`config.mk`:
```
export PLATFORM = sky130hd
export DESIGN_NAME = store_block
export DESIGN_NICKNAME = d
export VERILOG_FILES = /design/src/rtl/store_block.sv
export SDC_FILE = /design/constraint.sdc
export NUM_CORES = 1
export LEC_CHECK = 0
export CAP_MARGIN = 10
export CORE_ASPECT_RATIO = 0.9
export CORE_MARGIN = 3
export CORE_UTILIZATION = 55
export DETAILED_ROUTE_END_ITERATION = 12
export PLACE_DENSITY = 0.83
export SYNTH_ARGS = -nofsm -noshare
export SYNTH_HDL_FRONTEND = slang
export SYNTH_SLANG_ARGS = --single-unit
export TNS_END_PERCENT = 50
```
`constraint.sdc`:
```
create_clock -name clk -period 19.92 [get_ports clk]
set_clock_uncertainty 0.1 [all_clocks]
set_input_delay 4.98 -clock clk [delete_from_list [all_inputs] [get_ports clk]]
set_output_delay 4.98 -clock clk [all_outputs]
set_load 0.03 [all_outputs]
```
`src/rtl/store_block.sv`:
```
// rtl/store_block.sv - write-back engine: copies size*size words from the image buffer to memory
// One word per FETCH/WRITE pair; the write is held on the port until dmaReady accepts it.
module store_block #(
   parameter int DATA_W  = 16,
   parameter int ADDR_W  = 16,
   parameter int MAX_PIX = 1024,
   parameter int BUF_AW  = 10
) (
   input  logic              clk,
   input  logic              reset,
   input  logic              enable,
   input  logic [15:0]       size,
   input  logic [ADDR_W-1:0] address,
   output logic [BUF_AW-1:0] bufAddr,
   input  logic [DATA_W-1:0] bufData,
   output logic              dmaWrite,
   output logic [ADDR_W-1:0] dmaAddr,
   output logic [DATA_W-1:0] dmaData,
   input  logic              dmaReady,
   output logic              busy,
   output logic              done,
   output logic              err
);

   typedef enum logic [2:0] {IDLE, CALC, FETCH, WRITE, DONE} state_t;

   localparam logic [BUF_AW-1:0] IDX_ONE = 1;

   state_t            state, state_nxt;
   logic [15:0]       size_q;
   logic [ADDR_W-1:0] base;
   logic [BUF_AW-1:0] idx;
   logic              armed;
   logic [31:0]       total;
   logic              start, last, oversize;

   assign total    = {16'd0, size_q} * {16'd0, size_q};
   assign oversize = total > 32'(MAX_PIX);
   assign start    = (state == IDLE) && enable && armed;
   assign last     = ({{(32-BUF_AW){1'b0}}, idx} == (total - 32'd1));

   assign dmaWrite = (state == WRITE);
   assign busy     = (state != IDLE);
   assign done     = (state == DONE);

   always_ff @(posedge clk or posedge reset) begin
      if (reset) state <= IDLE;
      else       state <= state_nxt;
   end

   always_comb begin
      state_nxt = state;
      case (state)
         IDLE:    if (start) state_nxt = CALC;
         CALC:    state_nxt = (size_q == 16'd0 || oversize) ? DONE : FETCH;
         FETCH:   state_nxt = WRITE;
         WRITE:   if (dmaReady) state_nxt = last ? DONE : FETCH;
         DONE:    state_nxt = IDLE;
         default: state_nxt = IDLE;
      endcase
   end

   // armed blocks a level-held enable from starting a second run
   always_ff @(posedge clk or posedge reset) begin
      if (reset) begin
         armed   <= 1'b0;
         size_q  <= '0;
         base    <= '0;
         idx     <= '0;
         err     <= 1'b0;
         bufAddr <= '0;
         dmaAddr <= '0;
         dmaData <= '0;
      end else begin
         if (!enable)    armed <= 1'b1;
         else if (start) armed <= 1'b0;
         case (state)
            IDLE: begin
               if (start) begin
                  size_q <= size;
                  base   <= address;
                  idx    <= '0;
                  err    <= 1'b0;
               end
            end
            CALC: begin
               if (size_q != 16'd0 && oversize) err <= 1'b1;
               bufAddr <= idx;
            end
            FETCH: begin
               dmaData <= bufData;
               dmaAddr <= base + ADDR_W'(idx);
            end
            WRITE: begin
               if (dmaReady && !last) begin
                  idx     <= idx + IDX_ONE;
                  bufAddr <= idx + IDX_ONE;
               end
            end
            default: ;
         endcase
      end
   end

endmodule

```
Word-level counts from Yosys, hierarchy flattened
Cells that the tools add are included.
{"block": "totals", "word_cells": 55, "input_bits": 52, "output_inout_bits": 46, "regBits": 89}
{"block": "classes", "muxes": 13, "eq_ne": 10, "addsub": 3, "n_reduce_logical": 18, "n_lt_le_gt_ge": 1, "multipliers": 1}
{"op": "$pmux 10 s2", "n": 2}
{"op": "$eq 10x32->1", "n": 1}
{"op": "$gt 32x11->1 const B", "n": 1}
{"op": "$mul 16x16->32", "n": 1}
{"op": "$sub 32x1->32 const B", "n": 1}
{"op": "$mux 10", "n": 2}
{"op": "$add 16x10->16", "n": 1}
{"op": "$logic_not 16->1", "n": 1}
{"op": "$reduce_bool 16->1", "n": 1}
{"op": "$mux 3", "n": 4}
{"op": "$pmux 3 s4", "n": 1}
{"op": "$add 10x1->10 const B", "n": 1}
{"op": "$eq 3x2->1 const B", "n": 2}
{"op": "$ne 2x1->1 const B", "n": 3}
{"op": "$reduce_and 2->1", "n": 3}
{"op": "$reduce_and 3->1", "n": 2}
{"op": "$reduce_bool 2->1", "n": 3}
{"op": "$logic_and 1x1->1", "n": 4}
{"op": "$ne 2x2->1 const B", "n": 2}
{"op": "$eq 3x1->1 const B", "n": 1}
{"op": "$eq 3x3->1 const B", "n": 1}
{"op": "$logic_not 3->1", "n": 1}
{"op": "$mux 1", "n": 3}
{"op": "$reduce_bool 3->1", "n": 1}
{"op": "other kinds (3)", "n": 3}

Logic depth before layout (Yosys ltp)
Gate-level depths: netlist of the first run.
{"block": "depth", "ltp_word": 7, "mapped_depth": 28, "mapped_depth_nobuf": 26}

Least setup slack after synthesis of the first run
OpenSTA, ideal clock, no wires.
{"block": "synth_path", "kind": "flip-flop to flip-flop", "from": "reg size_q[4]", "to": "reg bufAddr[4]", "path_buffers": 3, "stages_incl_launch_ff": 26, "synth_period_minus_slack_ps": 7790, "slack_ps": 12130, "required_ps": 19755, "setup_ps": 65, "arrival_time_ps": 7625, "cell_sequence": "dfrtp_1 -> clkbuf_1 -> clkbuf_1 -> nand2_1 -> fa_1 -> fa_1 -> inv_1 -> fa_1 -> inv_1 -> fa_1 -> fa_1 -> fa_1 -> inv_1 -> ha_1 -> a21oi_2 -> o21ai_0 -> or2_1 -> or3_1 -> a21o_1 -> nor4b_1 -> nand2_1 -> a211o_1 -> a2111oi_4 -> buf_4 -> mux2_2 -> nand2_1"}
{"block": "synth_via", "elab_chain_len": 7}
{"element": "start, declared", "line_no": "30", "text": "logic [15:0] size_q;"}
{"element": "start signal, assigned", "line_no": "80", "text": "size_q <= size;"}
{"element": "$mul 16x16->32", "line_no": "37", "text": "assign total = {16'd0, size_q} * {16'd0, size_q};"}
{"element": "$sub 32x1->32", "line_no": "40", "text": "assign last = ({{(32-BUF_AW){1'b0}}, idx} == (total - 32'd1));"}
{"element": "$eq 10x32->1", "line_no": "40"}
{"element": "$logic_not 1->1", "line_no": "95", "text": "if (dmaReady && !last) begin"}
{"element": "$logic_and 1x1->1", "line_no": "95"}
{"element": "$ne 2x1->1 (no line)"}
{"element": "$reduce_and 2->1 (no line)"}
{"element": "end signal, assigned", "line_no": "88", "text": "bufAddr <= idx;"}
{"element": "end signal, assigned", "line_no": "97", "text": "bufAddr <= idx + IDX_ONE;"}
{"element": "end, declared", "line_no": "14", "text": "output logic [BUF_AW-1:0] bufAddr,"}
Every way passes these cells.
A chain may end at the register's enable or synchronous reset.

Worst setup path in the final report of the first run
{"block": "layout_path", "from": "reg size_q[1]", "to": "reg idx[0]"}
{"block": "layout_via", "elab_chain_len": 7}
{"element": "$mul 16x16->32", "line_no": "37"}
{"element": "$sub 32x1->32", "line_no": "40"}
{"element": "$eq 10x32->1", "line_no": "40"}
{"element": "$logic_not 1->1", "line_no": "95"}
{"element": "$logic_and 1x1->1", "line_no": "95"}
{"element": "$ne 2x1->1 (no line)"}
{"element": "$reduce_and 3->1 (no line)"}
{"element": "end signal, assigned", "line_no": "96", "text": "idx <= idx + IDX_ONE;"}
{"element": "end, declared", "line_no": "32", "text": "logic [BUF_AW-1:0] idx;"}
Every way passes these cells.

==> flow_metrics.tcl, run 1 <==
set metrics [dict create \
    most_instantiated_flip_flop_cell_in_the_synthesis_netlist "sky130_fd_sc_hd__dfrtp_1" \
    cts_tree "done" \
    grt_overflow 0 \
    clk_transition_reported_paths_ps 80 \
    cts_hold_buffers 0 \
    clock-root-buffer "sky130_fd_sc_hd__clkbuf_16" \
    run_status "finished clean" \
    maxCapViolCount 0 \
    timing.setup.tns_ps 0 \
    p_r_area_growth_vs_syn_pct 11.1 \
    synth.net_count 1831 \
    post_route_standard_cell_area_excluding_fillers_sq_um 14100 \
    post_cts_resize_count 0 \
    slew_headroom_pct 34.8 \
    synth-async-reset-ratio_pct 100 \
    num-nets-final 1880 \
    cp_cell_sequence "nand2_1 -> fa_1 -> fa_1 -> fa_1 -> fa_1 -> fa_1 -> fa_1 -> inv_1 -> ha_1 -> nand2_1 -> nor4_1 -> o21ai_0 -> a2111oi_0 -> o21ai_0 -> a21oi_1 -> nand2_1 -> o21bai_1 -> a2111oi_4 -> buf_4 -> o31ai_1 -> o22ai_1" \
    start_util_pct 56.2 \
    vias 10500 \
    insertion_delay_ps 370 \
    synthTopCellsByArea "sky130_fd_sc_hd__fa_1, sky130_fd_sc_hd__dfrtp_1, sky130_fd_sc_hd__ha_1, sky130_fd_sc_hd__nand2_1, sky130_fd_sc_hd__inv_1" \
    die_area_sq_um 25000 \
    period_minus_slack_ps 8660 \
    final_routed_drc_violation_total 0 \
    grt_first_pass_wirelength_mm 53.2 \
    achievable-frequency_mhz 116 \
    drt_pass1_iterations 5 \
    post_synthesis_sequential_element_count 89 \
    route.antenna.remaining_nets 0 \
    number_of_standard_cells_after_synthesis 1509 \
    drt-vias-per-instance 5.65 \
    dieWidth_um 166 \
    final_slew_viol_count 0 \
    post-route-period-util_pct 43.5 \
    cpMostUsedCell "sky130_fd_sc_hd__fa_1" \
    cp_slowest_cell "sky130_fd_sc_hd__dfrtp_1" \
    cts-htree-levels 3 \
    synth_area_leader_cell "sky130_fd_sc_hd__fa_1" \
    synth_edf_count 0 \
    rows 52 \
    layout.filler_cells 1886 \
    end_kind "flip-flop" \
    synth_cell_type_count 74 \
    post_dp_cell_area_sq_um 13800 \
    number_of_antenna_violations_at_the_first_check_in_global_routing 0 \
    drive_gt1_share_pct 3.26 \
    yosysSeqAreaShare_pct 17.5 \
    cp_max_fo 26 \
    gp_routability_congestion 0.936 \
    setup_viol_count_final 0 \
    post_cts_buffers 0 \
    crit_required_ps 20040 \
    ys.warnings.count 0 \
    number_of_global_route_vias_before_repair 10800 \
    route.detailed.wl_per_inst_um 16.8 \
    cts_inserted_buffers 9 \
    detail_route.iter0.violations 757 \
    critical_path.max_stage_delay_ps 980 \
    maximum_number_of_pins_on_one_net_before_global_route_repair 78 \
    mappedNetlistArea_sq_um 12700 \
    clock_sink_count 89 \
    syn_avg_cell_area_sq_um 8.43 \
    chipHeight_um 150 \
    worstSetupStartpointType "flip-flop" \
    n_antenna_cell 0 \
    synth_largest_type_area_fraction_pct 26.1 \
    placement.io_buffers 97 \
    worst_slew_pin_slew_ps 978 \
    clk_path_buf_depth 2 \
    timing_hold_violations_final 0 \
    ports_placed_on_the_boundary 98 \
    hpwlAfterDp_mm 24.1 \
    fp.coreArea_sq_um 22600 \
    min_path_type "flip-flop to flip-flop" \
    rsz0062_at_grt "false" \
    crit_arrival_ps 8770 \
    global_route.usage.total_pct 25.8 \
    route.final.wire_length_mm 31.2 \
    ws_path_type "flip-flop to flip-flop" \
]
## cells by family (layout without fill, tap and decap cells)
family	Yosys count	count (layout)	share of synthesized area (%)
AOI/OAI and AO/OA	229	229	12.2
xor gates and xnor gates	43	43	3.07
muxes	14	14	1.18
DFF	89	89	17.5
buffers and inverters	321	375	9.82
and+or+nand+nor	543	543	19.9
adders and majority gates	270	270	36.3
## synth_stat cells, drive strengths merged (31+ instances only)
library cell and n:
a21oi 51, and2 56, clkbuf 54, dfrtp 89
fa 166, ha 104, inv 255, nand2 284
nand3 41, nor2 52, o21ai 64, xnor2 31
## metal layers
layer | wire (um) | track usage, % | up-vias
li1 | - | - | 4988
met4 | 736 | 6.60 | 0
met5 | 0 | 0 | -
met3 | 1870 | 4.33 | 61
met2 | 14800 | 43.4 | 347
met1 | 13800 | 35.5 | 5109
## cells in the final DEF, fill, tap and decap left out, types with 9 or more instances in the layout
cell and instances:
sky130_fd_sc_hd__o21ai_0 63, sky130_fd_sc_hd__nor2_1 52, sky130_fd_sc_hd__a211oi_1 12, sky130_fd_sc_hd__and2_1 56
sky130_fd_sc_hd__nor3_1 24, sky130_fd_sc_hd__nand4_1 12, sky130_fd_sc_hd__a21oi_1 49, sky130_fd_sc_hd__clkbuf_16 9
sky130_fd_sc_hd__nand3_1 41, sky130_fd_sc_hd__xor2_1 11, sky130_fd_sc_hd__dfrtp_1 89, sky130_fd_sc_hd__o211ai_1 10
sky130_fd_sc_hd__nor2b_1 9, sky130_fd_sc_hd__or3_1 10, sky130_fd_sc_hd__a21o_1 9, sky130_fd_sc_hd__xnor2_1 31
sky130_fd_sc_hd__clkdlybuf4s50_1 97, sky130_fd_sc_hd__ha_1 104, sky130_fd_sc_hd__nand2_1 284, sky130_fd_sc_hd__and3_1 10
sky130_fd_sc_hd__fa_1 166, sky130_fd_sc_hd__inv_1 254
## sequential cells by signal, summed over array words and instances (netlist names)
name,count
base,16
dmaAddr,16
dmaData,16
size_q,16
bufAddr,10
idx,10
state,3
armed,1
err,1
## path summary, 6_finish.rpt
check / from / end / slack, ps / cells past startpoint
worst max-delay path: size_q[1] / idx[0] / 11260 / 21
worst min-delay path: dmaData[15] / dmaData[15] / 380 / 2
worst max register to register: size_q[1] / idx[0] / 11260 / 21
worst min register to register: dmaData[15] / dmaData[15] / 380 / 2
max in group asynchronous: reset / bufAddr[4] / 13690 / 3
min in group asynchronous: reset / size_q[7] / 4790 / 2
## area by class of cell
class	instances	area [sq um]	share of cell area (%)
sequential	89	2230	15.8
multi-input combinational	1099	9250	65.4
tap	297	372	2.63
inverter	255	960	6.79
timing repair buffer	104	1020	7.24
clock buffer	9	225	1.59
clock inverter	7	78.8	0.558
## worst max-delay path, delay by kind of cell (launching register included)
kind,cells,cell delay (ps)
fa+ha+maj,7,3600
simple gates,4,850
flops,1,980
compound gates,8,2690
buf+inv,2,280
## through the flow
step	std cells	utilization, %	worst slack (ps)	hold slack, ps
floorplan	1509	-	12130	352
global placement	1844	61.1	11570	355
detailed placement	1844	61.1	11430	361
CTS	1860	62.4	11380	380
global route	1860	62.4	10610	396
finish	1860	62.4	11260	379
Power of run 1 is not shown: default switching activity piles up to over one toggle a cycle in this logic, so the estimate is an artifact.
==> run 2: changes to the inputs <==
==> constraint.sdc (replaced) <==
create_clock -name clk -period 8.5 [get_ports clk]
set_clock_uncertainty 0.1 [all_clocks]
set_input_delay 2.125 -clock clk [delete_from_list [all_inputs] [get_ports clk]]
set_output_delay 2.125 -clock clk [all_outputs]
set_load 0.03 [all_outputs]
==> run 2 against run 1 <==
- setup slack lost 11000 ps
- critical endpoint is now bufAddr[2]
- sequential share of layout area shrank 0.092 points
- largest cell class unchanged
- register-to-register slack worse by 11000 ps
- fmax rose by 7.8%
- critical path depth up 3
==> flow_metrics.tcl, run 2 (same netlist as run 1, synthesis figures left out) <==
set metrics [dict create \
    post_cts_buffers 0 \
    rrSetupSlack_ps 470 \
    slew_headroom_pct 37.2 \
    p_r_area_growth_vs_syn_pct 12.4 \
    cp_slowest_cell "sky130_fd_sc_hd__dfrtp_2" \
    crit_arrival_ps 8160 \
    hold_start "dmaAddr[0]" \
    run_status "finished clean" \
    gp_routability_congestion 0.950 \
    worst_slew_pin_slew_ps 941 \
    drive_gt1_share_pct 5.38 \
    detail_route.iter0.violations 899 \
    chipHeight_um 150 \
    maxCapViolCount 0 \
    ff_to_ff_end "bufAddr[2]" \
    rsz0062_at_grt "false" \
    num-nets-final 1898 \
    route.antenna.remaining_nets 0 \
    cp_cell_sequence "and2_1 -> inv_1 -> fa_1 -> fa_1 -> inv_1 -> fa_1 -> inv_1 -> fa_1 -> fa_1 -> fa_1 -> inv_1 -> ha_1 -> a21oi_2 -> o21ai_0 -> a31oi_1 -> a21oi_1 -> or3_1 -> a2111oi_4 -> nand2_1 -> a211o_1 -> a2111oi_4 -> buf_4 -> mux2i_1 -> or3_1" \
    route.detailed.wl_per_inst_um 16.9 \
    cpMostUsedCell "sky130_fd_sc_hd__fa_1" \
    timing_hold_violations_final 0 \
    die_area_sq_um 25000 \
    insertion_delay_ps 360 \
    cts_inserted_buffers 9 \
    timing.setup.tns_ps 0 \
    vias 10700 \
    layout_commonest_cell "sky130_fd_sc_hd__nand2_1" \
    period_minus_slack_ps 8030 \
    cp_max_fo 19 \
    clock_sink_count 89 \
    critical_path.max_stage_delay_ps 590 \
    number_of_antenna_violations_at_the_first_check_in_global_routing 0 \
    final_routed_drc_violation_total 0 \
    cts_tree "done" \
    rows 52 \
    clk_path_buf_depth 2 \
    start_util_pct 56.2 \
    fp.coreArea_sq_um 22600 \
    grt_first_pass_wirelength_mm 54.3 \
    maximum_number_of_pins_on_one_net_before_global_route_repair 75 \
    end_kind "flip-flop" \
    route.final.wire_length_mm 31.7 \
    ws_path_type "flip-flop to flip-flop" \
    achievable-frequency_mhz 125 \
    placement.io_buffers 97 \
    worstSetupStartpointType "flip-flop" \
    whs_endpoint "dmaAddr[0]" \
    worstHoldPathCells 2 \
    clk_transition_reported_paths_ps 80 \
    min_path_type "flip-flop to flip-flop" \
    post-route-period-util_pct 94.5 \
    n_antenna_cell 0 \
    final_slew_viol_count 0 \
    worstRegToRegCells 24 \
    clock-root-buffer "sky130_fd_sc_hd__clkbuf_16" \
    most-common-layout-cells "sky130_fd_sc_hd__nand2_1, sky130_fd_sc_hd__inv_1, sky130_fd_sc_hd__fa_1" \
    drt-vias-per-instance 5.72 \
    global_route.usage.total_pct 26.4 \
    crit_required_ps 8630 \
    hpwlAfterDp_mm 25.2 \
    dieWidth_um 166 \
    cts_hold_buffers 0 \
    drt_pass1_iterations 7 \
    setup_viol_count_final 0 \
    worstReg2RegStart "size_q[10]" \
    layout.filler_cells 1891 \
    ports_placed_on_the_boundary 98 \
    grt_overflow 0 \
    number_of_global_route_vias_before_repair 11200 \
    cts-htree-levels 3 \
]
run 2: cell count changes in the layout (fill, tap and decap cells not counted), moves of 2 or more:
cell	before	now
sky130_fd_sc_hd__buf_4	7	25
sky130_fd_sc_hd__dfrtp_1	89	79
sky130_fd_sc_hd__dfrtp_2	0	10
sky130_fd_sc_hd__inv_6	0	2
sky130_fd_sc_hd__inv_8	4	2
sky130_fd_sc_hd__nor4b_1	2	0
sky130_fd_sc_hd__nor4b_2	0	2
run 2: critical path: cells and delay by family, from the launching register on:
| kind | cells | cell delay [ps] |
|---|---|---|
| buf+inv | 5 | 510 |
| flops | 1 | 590 |
| compound gates | 7 | 2100 |
| mux | 1 | 100 |
| fa+ha+maj | 7 | 3380 |
| simple gates | 4 | 1090 |
run 2: final cells by class:
class,instances,area [sq um],area share (%)
multi-input combinational,1099,9280,64.9
inverter,255,960,6.71
sequential,89,2240,15.7
clock buffer,9,225,1.58
tap,297,372,2.60
clock inverter,7,61.3,0.429
timing repair buffer,122,1160,8.10
run 2: worst max path at each step:
stage                from    endpoint  slack, ps  depth (start not counted)
2_1_floorplan   size_q[4]  bufAddr[4]        710                         25
3_3_place_gp   size_q[10]  bufAddr[2]        320                         22
3_5_place_dp   size_q[10]  bufAddr[2]        210                         22
4_1_cts        size_q[10]  bufAddr[2]        180                         22
5_1_grt         size_q[6]    state[2]         30                         29
6_report       size_q[10]  bufAddr[2]        470                         24
run 2: metal layers:
| layer | routed length, um | track usage (%) | vias to the layer above |
|---|---|---|---|
| met5 | 0 | 0 | - |
| met4 | 858 | 8.66 | 0 |
| met3 | 2070 | 3.70 | 65 |
| met2 | 15100 | 44.7 | 390 |
| met1 | 13700 | 35.7 | 5252 |
| li1 | - | - | 5033 |
run 2: repair_timing:
item                       in CTS  in global routing
hold endpoints to repair        0                  0
setup endpoints to repair       0                 23
gates resized for setup         0                 17
run 2: per-stage QoR:
step	hold slack [ps]	setup slack [ps]	util, %	instances	cell area [sq um]
5_1_grt	403	28.8	63.2	1878	14300
2_1_floorplan	352	710	-	1509	12700
4_1_cts	381	182	63.0	1878	14300
6_report	375	470	63.2	1878	14300
3_5_place_dp	362	207	61.7	1862	14000
3_3_place_gp	356	321	61.7	1862	14000
Power of run 2 is left out for the same reason.
==> run 3: changes to the inputs <==
--- a/config.mk
+++ b/config.mk
@@ -5,6 +5,7 @@
 export SDC_FILE = /design/constraint.sdc
 export NUM_CORES = 1
 export LEC_CHECK = 0
+export ABC_AREA = 1
 export CAP_MARGIN = 10
 export CORE_ASPECT_RATIO = 0.9
 export CORE_MARGIN = 3
==> run 3 against run 2 <==
- core utilization down 0.49 points
- final area grew 2.9%
- critical path depth rose by 7
- register-to-register slack improved by 240 ps
- fmax rose by 3.1%
- synthesized area up 3.8%
- sequential share of layout area decreased by 0.52 points
- critical endpoint is now idx[9]
- largest cell class unchanged
==> flow_metrics.tcl, run 3 <==
set metrics [dict create \
    detailroute.wirelength.met2_mm 17.1 \
    post_cts_buffers 0 \
    mappedNetlistArea_sq_um 13200 \
    die_area_sq_um 25900 \
    min_path_type "flip-flop to flip-flop" \
    syn_avg_cell_area_sq_um 7.00 \
    cts-htree-levels 3 \
    ports_placed_on_the_boundary 98 \
    timing_hold_violations_final 0 \
    synthTopCellsByArea "sky130_fd_sc_hd__fa_1, sky130_fd_sc_hd__nand2_1, sky130_fd_sc_hd__dfrtp_1, sky130_fd_sc_hd__inv_1, sky130_fd_sc_hd__ha_1" \
    most_instantiated_flip_flop_cell_in_the_synthesis_netlist "sky130_fd_sc_hd__dfrtp_1" \
    critical_path.max_stage_delay_ps 860 \
    cts_tree "done" \
    final_slew_viol_count 0 \
    setup_viol_count_final 0 \
    vias 11900 \
    drt-vias-per-instance 5.27 \
    clk_transition_reported_paths_ps 90 \
    number_of_global_route_vias_before_repair 12600 \
    grt_first_pass_wirelength_mm 59.3 \
    run_status "finished clean" \
    top_routing_layer_in_use "met4" \
    post-route-period-util_pct 91.6 \
    cts_inserted_buffers 9 \
    placement.io_buffers 97 \
    synth.net_count 2210 \
    fp.coreArea_sq_um 23500 \
    cp_max_fo 22 \
    cpMostUsedCell "sky130_fd_sc_hd__nand2_1" \
    number_of_antenna_violations_at_the_first_check_in_global_routing 0 \
    drive_gt1_share_pct 3.68 \
    period_minus_slack_ps 7790 \
    num-nets-final 2276 \
    layout.core_utilization_pct 62.7 \
    drt_pass1_iterations 6 \
    slew_headroom_pct 29.2 \
    insertion_delay_ps 370 \
    most-common-layout-cells "sky130_fd_sc_hd__nand2_1, sky130_fd_sc_hd__inv_1, sky130_fd_sc_hd__fa_1" \
    maximum_number_of_pins_on_one_net_before_global_route_repair 74 \
    post_cts_resize_count 0 \
    layout_commonest_cell "sky130_fd_sc_hd__nand2_1" \
    chipHeight_um 153 \
    yosysSeqAreaShare_pct 16.9 \
    route.detailed.wl_per_inst_um 15.3 \
    hpwlAfterDp_mm 27.9 \
    post_synthesis_sequential_element_count 89 \
    clock_sink_count 89 \
    worst_slew_pin_slew_ps 1060 \
    synth_cell_type_count 38 \
    synth_largest_type_area_fraction_pct 25.1 \
    route.final.wire_length_mm 34.6 \
    n_antenna_cell 0 \
    p_r_area_growth_vs_syn_pct 11.3 \
    cts_hold_buffers 0 \
    number_of_standard_cells_after_synthesis 1888 \
    ws_path_type "flip-flop to flip-flop" \
    wl_met1_mm 14.5 \
    worstSetupStartpointType "flip-flop" \
    routed_wire_length_on_met3_mm 2.31 \
    synthMostInstantiatedCell "sky130_fd_sc_hd__nand2_1" \
    rows 53 \
    route.antenna.remaining_nets 0 \
    synth_edf_count 0 \
    synth_area_leader_cell "sky130_fd_sc_hd__fa_1" \
    detail_route.iter0.violations 995 \
    achievable-frequency_mhz 128 \
    ys.warnings.count 0 \
    clock-root-buffer "sky130_fd_sc_hd__clkbuf_16" \
    gp_routability_congestion 0.960 \
    dieWidth_um 169 \
    clk_path_buf_depth 2 \
    maxCapViolCount 0 \
    synth-async-reset-ratio_pct 100 \
    global_route.usage.total_pct 28.0 \
    crit_required_ps 8640 \
    cp_slowest_cell "sky130_fd_sc_hd__dfrtp_1" \
    start_util_pct 56.3 \
    final_routed_drc_violation_total 0 \
    rsz0062_at_grt "false" \
    crit_arrival_ps 7930 \
    grt_overflow 0 \
    netlist_top_cells_count "sky130_fd_sc_hd__nand2_1, sky130_fd_sc_hd__inv_1, sky130_fd_sc_hd__fa_1, sky130_fd_sc_hd__ha_1, sky130_fd_sc_hd__nand3_1" \
    timing.setup.tns_ps 0 \
    end_kind "flip-flop" \
]
## run 3: changes by cell type after synthesis, moves of 14 or more
cell / delta
sky130_fd_sc_hd__nand2_1: +368
sky130_fd_sc_hd__inv_1: +183
sky130_fd_sc_hd__nand3_1: +60
sky130_fd_sc_hd__and2_1: -53
sky130_fd_sc_hd__nor2_1: +39
sky130_fd_sc_hd__xnor2_1: -25
sky130_fd_sc_hd__o21ai_0: -22
sky130_fd_sc_hd__a21oi_1: -15
sky130_fd_sc_hd__clkbuf_1: -14
## run 3: path summary, 6_finish.rpt
| path | slack, ps | from | end | cells past startpoint |
|---|---|---|---|---|
| hold / removal | 370 | dmaData[1] | dmaData[1] | 2 |
| hold reg to reg | 370 | dmaData[1] | dmaData[1] | 2 |
| setup reg to reg | 710 | size_q[11] | idx[9] | 31 |
| max in group asynchronous | 5110 | reset | state[2] | 3 |
| min in group asynchronous | 1960 | reset | size_q[9] | 2 |
| setup / recovery | 710 | size_q[11] | idx[9] | 31 |
## run 3: per-layer routing
layer | GRT usage [%] | up-vias
met4 | 7.13 | 0
met3 | 4.14 | 55
met2 | 49.4 | 436
li1 | - | 5723
met5 | 0 | -
met1 | 36.2 | 5706
## run 3: area by class of cell
| class | count | area, sq um |
|---|---|---|
| clock buffers | 9 | 225 |
| clock inverters | 7 | 60.1 |
| inverters | 452 | 1700 |
| multi-input cells | 1298 | 9100 |
| repair buffers | 104 | 1020 |
| flip-flops and latches | 89 | 2230 |
| well taps | 302 | 378 |
| fillers | 2058 | 8770 |
## run 3: through the flow
step                cell area, sq um  hold slack [ps]  instances  setup slack, ps
finish                         14700              373       2261              714
global route                   14700              397       2261              251
CTS                            14700              375       2261              887
detailed placement             14400              357       2245              897
global placement               14400              352       2245              950
floorplan                      13200              343       1888             1890
## run 3: cells by family after synthesis
family | after synthesis | synth area share [%]
buffers and inverters | 501 | 14.4
xor gates and xnor gates | 14 | 0.928
AOI/OAI and AO/OA | 94 | 3.92
adders and majority gates | 270 | 35.0
DFF | 89 | 16.9
and+or+nand+nor | 920 | 28.9
## run 3: worst max-delay path: cells and delay by family (launching register included)
family	cells	cell delay, ps
buf+inv	3	140
simple gates	21	3000
fa+ha+maj	7	3530
flops	1	860
Power of run 3 is left out for the same reason.
